File: src/rtl/xgs_grab_trigger_ctrl.sv
// Grab trigger qualifier: selects and conditions the trigger source, applies the
// programmed delay and hands one trigger per frame to the XGS sequencer.
module xgs_grab_trigger_ctrl #(
   parameter int FILTER_W = 8,
   parameter int DELAY_W  = 16,
   parameter int CNT_W    = 16
) (
   input  logic                sys_clk,
   input  logic                sys_reset_n,
   input  logic                grab_cmd,
   input  logic                grab_abort,
   input  logic [2:0]          grab_mode,
   input  logic [2:0]          grab_act,
   input  logic [FILTER_W-1:0] filter_len,
   input  logic [DELAY_W-1:0]  trig_delay,
   input  logic                hw_trig_in,
   input  logic                sw_trig,
   input  logic                sfnc_trig,
   input  logic                trig_ready,
   input  logic                frame_done,
   output logic                trig_valid,
   output logic                grab_active,
   output logic                missed_pulse,
   output logic [CNT_W-1:0]    missed_cnt
);

   localparam logic [2:0] MODE_IMMEDIATE = 3'd1;
   localparam logic [2:0] MODE_HW_TRIG   = 3'd2;
   localparam logic [2:0] MODE_SW_TRIG   = 3'd3;
   localparam logic [2:0] MODE_SFNC      = 3'd4;

   localparam logic [2:0] ACT_RISING   = 3'd0;
   localparam logic [2:0] ACT_FALLING  = 3'd1;
   localparam logic [2:0] ACT_ANY      = 3'd2;
   localparam logic [2:0] ACT_LEVEL_HI = 3'd3;
   localparam logic [2:0] ACT_LEVEL_LO = 3'd4;

   typedef enum logic [2:0] {IDLE, ARMED, DELAY, ISSUE, BUSY} state_t;

   state_t              state;
   logic [2:0]          mode_r;
   logic [2:0]          act_r;
   logic [DELAY_W-1:0]  delay_r;
   logic [DELAY_W-1:0]  dly_cnt;
   logic                sync1, sync2, filt, filt_prev;
   logic [FILTER_W-1:0] filt_cnt;
   logic                sw_r, sfnc_r;
   logic                edge_event, level_event, trig_event, miss_event;
   logic                mode_valid, miss_state;

   // The filter only follows the synced input once it has disagreed for filter_len+1 samples.
   always_ff @(posedge sys_clk or negedge sys_reset_n) begin
      if (!sys_reset_n) begin
         sync1     <= 1'b0;
         sync2     <= 1'b0;
         filt      <= 1'b0;
         filt_cnt  <= '0;
         filt_prev <= 1'b0;
         sw_r      <= 1'b0;
         sfnc_r    <= 1'b0;
      end else begin
         sync1     <= hw_trig_in;
         sync2     <= sync1;
         filt_prev <= filt;
         sw_r      <= sw_trig;
         sfnc_r    <= sfnc_trig;
         if (sync2 != filt) begin
            if (filt_cnt == filter_len) begin
               filt     <= sync2;
               filt_cnt <= '0;
            end else begin
               filt_cnt <= filt_cnt + 1'b1;
            end
         end else begin
            filt_cnt <= '0;
         end
      end
   end

   always_comb begin
      edge_event  = 1'b0;
      level_event = 1'b0;
      case (act_r)
         ACT_RISING:   edge_event  = filt & ~filt_prev;
         ACT_FALLING:  edge_event  = ~filt & filt_prev;
         ACT_ANY:      edge_event  = filt ^ filt_prev;
         ACT_LEVEL_HI: level_event = filt;
         ACT_LEVEL_LO: level_event = ~filt;
         default:      ;
      endcase
   end

   // Level and IMMEDIATE sources trigger but are never reported as missed.
   always_comb begin
      trig_event = 1'b0;
      miss_event = 1'b0;
      case (mode_r)
         MODE_IMMEDIATE: trig_event = 1'b1;
         MODE_HW_TRIG: begin
            trig_event = edge_event | level_event;
            miss_event = edge_event;
         end
         MODE_SW_TRIG: begin
            trig_event = sw_r;
            miss_event = sw_r;
         end
         MODE_SFNC: begin
            trig_event = sfnc_r;
            miss_event = sfnc_r;
         end
         default: ;
      endcase
   end

   assign mode_valid = (grab_mode >= MODE_IMMEDIATE) && (grab_mode <= MODE_SFNC);
   assign miss_state = (state == DELAY) || (state == ISSUE) || (state == BUSY);

   always_ff @(posedge sys_clk or negedge sys_reset_n) begin
      if (!sys_reset_n) begin
         state        <= IDLE;
         mode_r       <= '0;
         act_r        <= '0;
         delay_r      <= '0;
         dly_cnt      <= '0;
         trig_valid   <= 1'b0;
         grab_active  <= 1'b0;
         missed_pulse <= 1'b0;
         missed_cnt   <= '0;
      end else begin
         missed_pulse <= 1'b0;
         if (miss_state && miss_event) begin
            missed_pulse <= 1'b1;
            if (missed_cnt != {CNT_W{1'b1}}) begin
               missed_cnt <= missed_cnt + 1'b1;
            end
         end
         if (grab_abort) begin
            state       <= IDLE;
            trig_valid  <= 1'b0;
            grab_active <= 1'b0;
         end else begin
            case (state)
               IDLE: begin
                  if (grab_cmd && mode_valid) begin
                     state       <= ARMED;
                     grab_active <= 1'b1;
                     mode_r      <= grab_mode;
                     act_r       <= grab_act;
                     delay_r     <= trig_delay;
                     missed_cnt  <= '0;
                  end
               end
               ARMED: begin
                  if (trig_event) begin
                     if (delay_r == '0) begin
                        state      <= ISSUE;
                        trig_valid <= 1'b1;
                     end else begin
                        state   <= DELAY;
                        dly_cnt <= delay_r - 1'b1;
                     end
                  end
               end
               DELAY: begin
                  if (dly_cnt == '0) begin
                     state      <= ISSUE;
                     trig_valid <= 1'b1;
                  end else begin
                     dly_cnt <= dly_cnt - 1'b1;
                  end
               end
               ISSUE: begin
                  if (trig_ready) begin
                     state      <= BUSY;
                     trig_valid <= 1'b0;
                  end
               end
               BUSY: begin
                  if (frame_done) begin
                     state <= ARMED;
                  end
               end
               default: state <= IDLE;
            endcase
         end
      end
   end

endmodule

File: config.mk
export PLATFORM = sky130hd
export DESIGN_NAME = xgs_grab_trigger_ctrl
export DESIGN_NICKNAME = d
export VERILOG_FILES = /design/src/rtl/xgs_grab_trigger_ctrl.sv
export SDC_FILE = /design/constraint.sdc
export NUM_CORES = 1
export LEC_CHECK = 0
export CAP_MARGIN = 10
export CORE_AREA = 2 2 133 135
export DETAILED_ROUTE_END_ITERATION = 10
export DIE_AREA = 0 0 135 137
export PLACE_DENSITY_LB_ADDON = 0.1
export SYNTH_ARGS = -nofsm -noshare
export SYNTH_HDL_FRONTEND = slang
export SYNTH_SLANG_ARGS = --single-unit
File: constraint.sdc
create_clock -name sys_clk -period 7.02 [get_ports sys_clk]
set_clock_uncertainty 0.15 [all_clocks]
set_input_delay 0.702 -clock sys_clk [delete_from_list [all_inputs] [get_ports sys_clk]]
set_output_delay 0.702 -clock sys_clk [all_outputs]
set_load 0.01 [all_outputs]
==> run summary, run 1 <==
Max-Slew Margin vs Limit: 0.286
Vias: 3646
Clock buffers created by TritonCTS: 9
Total negative slack for setup checks: 0 ns
Total track usage: 0.133
Number of failing hold endpoints at the final stage: 0
Hold-critical path depth: 0
Worst min-delay path startpoint: sync1
Max Cap Violations: 0
RD Place Congestion: 0.771
Number of placed cells counting well taps: 741
Fraction of layout instances using a drive strength above 1: 0.0695
Total overflow reported by the global router: 0
Synth Instances: 480
Slowest CP cell: sky130_fd_sc_hd__nor2_1
Seq/Total Area, Yosys: 0.441
Worst Setup Path Type: reg2reg
Clock edge transition at the registers on the reported setup and hold paths: 0.06 ns
Flop and latch count out of synthesis: 74
Proportion of netlist area held by the largest area contributor: 0.441
Hold/Removal Path Class: reg2reg
Total number of yosys warnings: 0
Average wire per cell in the routed design: 15.4 µm
Rows: 48
Data arrival time of the critical path: 3.52 ns
I/O pin cnt: 58
Reg-to-reg critical path endpoint: dly_cnt[2]
Top cells by area in the synthesized netlist: sky130_fd_sc_hd__dfrtp_1 44%, sky130_fd_sc_hd__nand2_1 8.0%, sky130_fd_sc_hd__nor2_1 4.3%
Sum of net half-perimeters after detailed placement: 7.92 mm
Sequence of cells on the critical path: inv_1 > ha_1 > o21ai_0 > o31ai_1 > nor4_1 > o211ai_2 > nor2_1 > nor2_1 > nor4_2
Unique masters post-synth: 63
Most used cell, CP: sky130_fd_sc_hd__nor2_1
Ratio of routed vias to standard cells: 4.82
Filler cell count: 1821
Crit path max fanout: 13
DR pass1 iterations: 4
Startpoint of the worst-slack reg-to-reg timing path: filt
Final layout net count: 571
Post-CTS Hold Fix Bufs: 0
Remaining routing DRC violations: 0
Sort of element at the start of the critical path: flip-flop
R2R depth: 9
Ratio of final minimum period to clock period: 0.487
Number of sinks on the clock net: 74
Unrepaired setup endpoints after global routing: no
Number of buffers inserted by post-CTS setup repair: 0
Worst Max-Slew Pin Slew: 1.07 ns
Die ar.: 18500 µm²
TritonCTS clock tree: built
R2r setup slk: 3.60 ns
Latest clock arrival within the worst-skew pair: 0.35 ns
Worst hold path endpoint: sync2
Syn Std Cell Area: 4200 µm²
Crit path time final: 3.42 ns
Required arrival time at the worst endpoint: 7.12 ns
Antenna Diode Count: 0
Core outline area: 17100 µm²
Critical Path Sink Type: flip-flop
Root buffer cell: sky130_fd_sc_hd__clkbuf_16
Count of non-filler cells in the finished layout: 757
Pwr per Cell Area: 367 nW/µm²
Initial cell density of the core: 0.246
Pin count of the biggest net entering global routing: 75
Die width: 135 µm
Net count of the mapped netlist: 524
Drt total wl: 11.7 mm
Prevailing post-synth register cell: sky130_fd_sc_hd__dfrtp_1
Async set or reset register ratio after synthesis: 1.00
Post-CTS resize count: 0
Detail Route Antenna Nets: 0
Die Span Y: 137 µm
Max-slew violations: 0
Synthesized area per cell: 8.75 µm²
CTS H-tree lvls: 3
Number of flops mapped to enable cells by yosys: 0
Result of the run: finished clean
Max frequency: 292 MHz
Sequential cell area in the final layout: 1850 µm²
Wire length of the first global-routing pass: 19.2 mm
Post-synthesis to final-layout area growth: 25.5%
Worst vdd rail ir drop: 124 µV
Via count of the first global-routing pass: 3559
Antenna violations before repair: 0
Count of input and output buffers: 57
Post-layout util: 0.309
# setup viols final: 0
Largest stage delay, worst path: 0.89 ns
Max Buffers Root-to-Sink: 2
Multi-input gate area: 2220 µm²
Leakage: 2.17 nW
Initial DRC count: 195
Cell taking the most area after synthesis: sky130_fd_sc_hd__dfrtp_1
==> how the worst max path moves through the flow <==
stage,startpoint,to,slack (ns),cells after the start
CTS,filt,dly_cnt[2],3.56,9
global route,filt,dly_cnt[7],3.15,9
finish,filt,dly_cnt[2],3.60,9
global placement,grab_abort,dly_cnt[8],3.50,7
detailed placement,grab_abort,dly_cnt[8],3.45,7
floorplan,state[1],dly_cnt[8],3.84,10
==> cell usage in the layout, fill, tap and decap left out, types with 5 or more instances in the layout <==
master / instances
sky130_fd_sc_hd__nand2_1: 90
sky130_fd_sc_hd__dfrtp_1: 74
sky130_fd_sc_hd__clkdlybuf4s50_1: 56
sky130_fd_sc_hd__nor2_1: 48
sky130_fd_sc_hd__nor3_1: 32
sky130_fd_sc_hd__a21oi_1: 20
sky130_fd_sc_hd__xor2_1: 19
sky130_fd_sc_hd__nand3_1: 15
sky130_fd_sc_hd__o21ai_0: 14
sky130_fd_sc_hd__mux2i_1: 12
sky130_fd_sc_hd__nor4_1: 10
sky130_fd_sc_hd__and3_1: 9
sky130_fd_sc_hd__inv_1: 9
sky130_fd_sc_hd__clkbuf_16: 9
sky130_fd_sc_hd__xnor2_1: 8
sky130_fd_sc_hd__or3_1: 8
sky130_fd_sc_hd__nor2b_1: 5
sky130_fd_sc_hd__nand2b_1: 5
sky130_fd_sc_hd__ha_1: 5
==> Yosys cell counts, types with 5 or more instances <==
| cell type | instances |
|---|---|
| sky130_fd_sc_hd__nand2_1 | 90 |
| sky130_fd_sc_hd__dfrtp_1 | 74 |
| sky130_fd_sc_hd__nor2_1 | 48 |
| sky130_fd_sc_hd__nor3_1 | 32 |
| sky130_fd_sc_hd__a21oi_1 | 20 |
| sky130_fd_sc_hd__xor2_1 | 19 |
| sky130_fd_sc_hd__clkbuf_1 | 17 |
| sky130_fd_sc_hd__nand3_1 | 15 |
| sky130_fd_sc_hd__o21ai_0 | 14 |
| sky130_fd_sc_hd__mux2i_1 | 12 |
| sky130_fd_sc_hd__nor4_1 | 11 |
| sky130_fd_sc_hd__and3_1 | 9 |
| sky130_fd_sc_hd__inv_1 | 9 |
| sky130_fd_sc_hd__or3_1 | 8 |
| sky130_fd_sc_hd__xnor2_1 | 8 |
| sky130_fd_sc_hd__ha_1 | 5 |
| sky130_fd_sc_hd__nand2b_1 | 5 |
| sky130_fd_sc_hd__nor2b_1 | 5 |
| sky130_fd_sc_hd__nor3b_1 | 5 |
==> through the flow <==
stage	setup slack (ns)	hold slack, ns	power [mW]	area [µm²]
after floorplan	3.84	0.181	1.25	4200
after global placement	3.50	0.187	1.46	4970
after detailed placement	3.45	0.189	1.47	4970
after CTS	3.56	0.207	1.96	5270
after global routing	3.15	0.224	2.09	5270
final	3.60	0.200	1.93	5270
==> area by class of cell <==
class | instances | share of cell area
clock inverters | 7 | 0.0147
inverters | 9 | 0.00641
repair buffers | 59 | 0.111
well taps | 225 | 0.0534
multi-input cells | 374 | 0.421
flip-flops and latches | 74 | 0.351
clock buffers | 9 | 0.0427
==> layer usage <==
metal | global-route usage | vias to the layer above | wire, µm
li1 | - | 1806 | -
met2 | 0.201 | 66 | 5060
met4 | 0.0631 | 0 | 275
met5 | 0 | - | 0
met1 | 0.185 | 1755 | 6010
met3 | 0.0244 | 19 | 339
==> worst max-delay path, delay by kind of cell (launching register included) <==
| family | cells | cell delay [ns] |
|---|---|---|
| AND/OR/NAND/NOR | 4 | 1.77 |
| flip-flops | 1 | 0.48 |
| buffers and inverters | 1 | 0.07 |
| AO/OA/AOI/OAI | 3 | 0.54 |
| adder cells (fa/ha/maj) | 1 | 0.30 |
==> power breakdown <==
part | internal [mW] | switching (mW) | total [mW]
clock | 0.278 | 0.200 | 0.479
sequential | 0.562 | 0.201 | 0.764
combinational | 0.306 | 0.386 | 0.692
==> registers in the layout, summed over array words and instances, names as in the netlist, 3 cells and up <==
signal and count:
act_r 3, delay_r 16, dly_cnt 16, filt_cnt 8
missed_cnt 16, mode_r 3, state 3
==> cell families after synthesis <==
| kind of cell | synth area share |
|---|---|
| AO/OA/AOI/OAI | 0.127 |
| XOR/XNOR | 0.0563 |
| adder cells (fa/ha/maj) | 0.0149 |
| buffers and inverters | 0.0340 |
| flip-flops | 0.441 |
| multiplexers | 0.0340 |
| AND/OR/NAND/NOR | 0.293 |
Note: power is estimated with default switching activity, not from simulation.
==> run 2: changes to the inputs <==
==> constraint.sdc (replaced) <==
create_clock -name sys_clk -period 3.2 [get_ports sys_clk]
set_clock_uncertainty 0.15 [all_clocks]
set_input_delay 0.32 -clock sys_clk [delete_from_list [all_inputs] [get_ports sys_clk]]
set_output_delay 0.32 -clock sys_clk [all_outputs]
set_load 0.01 [all_outputs]
==> run 2 against run 1 <==
Effect of this change:
- global-route usage up 0.50 points
- sequential cell count unchanged
- hold slack worse by 0.0029 ns
- register-to-register slack worse by 3.4 ns
- design area up 3.5%
- total power up 130%
- clock power up 130%
- first-iteration DRC count up 19%
- sequential power up 110%
- sequential share of layout area down 1.2 points
- worst setup slack worse by 3.4 ns
- largest cell class unchanged
==> run summary, run 2 (same netlist as run 1, synthesis figures left out) <==
Initial cell density of the core: 0.246 (unchanged)
Post-layout util: 0.320 (+0.0107)
Sort of element at the start of the critical path: flip-flop
Core outline area: 17100 µm² (unchanged)
Clock edge transition at the registers on the reported setup and hold paths: 0.06 ns (about the same)
Most common cell after layout, fill and taps aside: sky130_fd_sc_hd__nand2_1
Worst Setup Path Type: reg2reg
DR pass1 iterations: 4 (unchanged)
Hold/Removal Path Class: reg2reg
Setup Slack @ Placement: 0.220 ns (-3.23 ns)
Leakage: 2.29 nW (+5.5%)
Number of failing hold endpoints at the final stage: 0 (unchanged)
Leading cell types in the layout, fill and taps excluded: 90 x sky130_fd_sc_hd__nand2_1, 74 x sky130_fd_sc_hd__dfrtp_1, 56 x sky130_fd_sc_hd__clkdlybuf4s50_1
Final layout net count: 593 (+3.9%)
Max-Slew Margin vs Limit: 0.652 (+0.366)
Max-slew violations: 0 (unchanged)
Result of the run: finished clean
Sum of net half-perimeters after detailed placement: 8.69 mm (+9.7%)
CTS H-tree lvls: 3 (unchanged)
Worst vdd rail ir drop: 296 µV (+140%)
Antenna Diode Count: 0 (unchanged)
Unrepaired setup endpoints after global routing: no
Total negative slack for setup checks: 0 ns (unchanged)
Count of input and output buffers: 57 (unchanged)
Worst hold slack: 0.197 ns (-0.00291 ns)
Die width: 135 µm (unchanged)
Crit path time final: 2.99 ns (-0.434 ns)
RD Place Congestion: 0.785 (+1.9%)
Filler cell count: 1819 (-0.11%)
Required arrival time at the worst endpoint: 3.29 ns (-3.83 ns)
Post-synthesis to final-layout area growth: 29.8%
Antenna violations before repair: 0 (unchanged)
Via count of the first global-routing pass: 3780 (+6.2%)
Setup slack of the critical path after layout: 0.214 ns (-3.39 ns)
Cell area after placement: 5120 µm² (+3.2%)
Pwr per Cell Area: 817 nW/µm² (+120%)
Clock buffers created by TritonCTS: 9 (unchanged)
Max frequency: 335 MHz (+15%)
Die ar.: 18500 µm² (unchanged)
Initial DRC count: 232 (+19%)
Biggest registers after layout: delay_r: 16 flops, dly_cnt: 16 flops, missed_cnt: 16 flops
Vias: 3762 (+3.2%)
Finished Cell Area: 5450 µm² (+3.5%)
Multi-input gate area: 2220 µm² (unchanged)
Fraction of layout instances using a drive strength above 1: 0.103 (+0.0335)
Worst Max-Slew Pin Slew: 0.522 ns (-0.545 ns)
Total track usage: 0.138 (+0.00503)
Die Span Y: 137 µm (unchanged)
Total chip power: 4.45 mW (+130%)
Data arrival time of the critical path: 3.08 ns (-0.44 ns)
Ratio of final minimum period to clock period: 0.933 (+0.446)
Number of placed cells counting well taps: 762 (+2.8%)
Post-CTS resize count: 0 (unchanged)
Remaining routing DRC violations: 0 (unchanged)
Crit path max fanout: 8 (-5)
I/O pin cnt: 58 (unchanged)
Number of sinks on the clock net: 74 (unchanged)
# setup viols final: 0 (unchanged)
Detail Route Antenna Nets: 0 (unchanged)
Sequential cell area in the final layout: 1850 µm² (unchanged)
Root buffer cell: sky130_fd_sc_hd__clkbuf_16
Wire length of the first global-routing pass: 19.9 mm (+3.3%)
Ratio of routed vias to standard cells: 4.84 (+0.40%)
Rows: 48 (unchanged)
Critical Path Sink Type: flip-flop
Total overflow reported by the global router: 0 (unchanged)
Latest clock arrival within the worst-skew pair: 0.34 ns (about the same)
Drt total wl: 12.2 mm (+4.6%)
Count of non-filler cells in the finished layout: 778 (+2.8%)
Average wire per cell in the routed design: 15.7 µm (+1.8%)
Max Buffers Root-to-Sink: 2 (unchanged)
Max Cap Violations: 0 (unchanged)
Pin count of the biggest net entering global routing: 39 (-48%)
TritonCTS clock tree: built
run 2: layout make-up:
cell class,count,share of cell area
multi-input cells,374,0.407
flip-flops and latches,74,0.340
repair buffers,81,0.138
well taps,225,0.0516
clock buffers,10,0.0438
clock inverters,5,0.0145
inverters,9,0.00620
run 2: repair_timing:
action                    in CTS  in global routing
setup buffers                  0                  0
hold endpoints to repair      31                  0
hold buffers                   1                  0
run 2: path summary, 6_finish.rpt:
check | from | end | slack, ns | depth (start not counted)
worst max-delay path | delay_r[7] | dly_cnt[11] | 0.21 | 8
worst min-delay path | sync1 | sync2 | 0.20 | 0
worst max register to register | delay_r[7] | dly_cnt[11] | 0.21 | 8
worst min register to register | sync1 | sync2 | 0.20 | 0
max in group asynchronous | sys_reset_n | dly_cnt[0] | 1.86 | 3
min in group asynchronous | sys_reset_n | filt_cnt[7] | 0.33 | 2
run 2: critical path, cell delays in order, from the launching register on:
cell and delay (ns):
sky130_fd_sc_hd__dfrtp_1 0.43, sky130_fd_sc_hd__or4_4 0.57, sky130_fd_sc_hd__or3_4 0.38, sky130_fd_sc_hd__or4_4 0.49, sky130_fd_sc_hd__o211ai_2 0.17, sky130_fd_sc_hd__nand2b_1 0.18
sky130_fd_sc_hd__buf_4 0.18, sky130_fd_sc_hd__nor3_1 0.07, sky130_fd_sc_hd__nor4_2 0.26
run 2: metal layers:
metal,wire length [µm],global-route usage,up-vias
met5,0,0,-
met4,172,0.0469,0
met3,541,0.0333,14
met2,5460,0.209,79
met1,6060,0.194,1836
li1,-,-,1833
run 2: report_power, final:
part	leakage (nW)	switching, mW	internal, mW	total [mW]
Clock	0.158	0.416	0.699	1.11
Sequential	0.949	0.400	1.23	1.63
Combinational	1.18	0.936	0.768	1.70
==> run 3: changes to the inputs <==
--- a/config.mk
+++ b/config.mk
@@ -9,6 +9,7 @@
 export CORE_AREA = 2 2 133 135
 export DETAILED_ROUTE_END_ITERATION = 10
 export DIE_AREA = 0 0 135 137
+export HOLD_SLACK_MARGIN = 0.15
 export PLACE_DENSITY_LB_ADDON = 0.1
 export SYNTH_ARGS = -nofsm -noshare
 export SYNTH_HDL_FRONTEND = slang
==> results of run 3 <==
No change in the layout: final DEF, timing and power equal those of run 2.
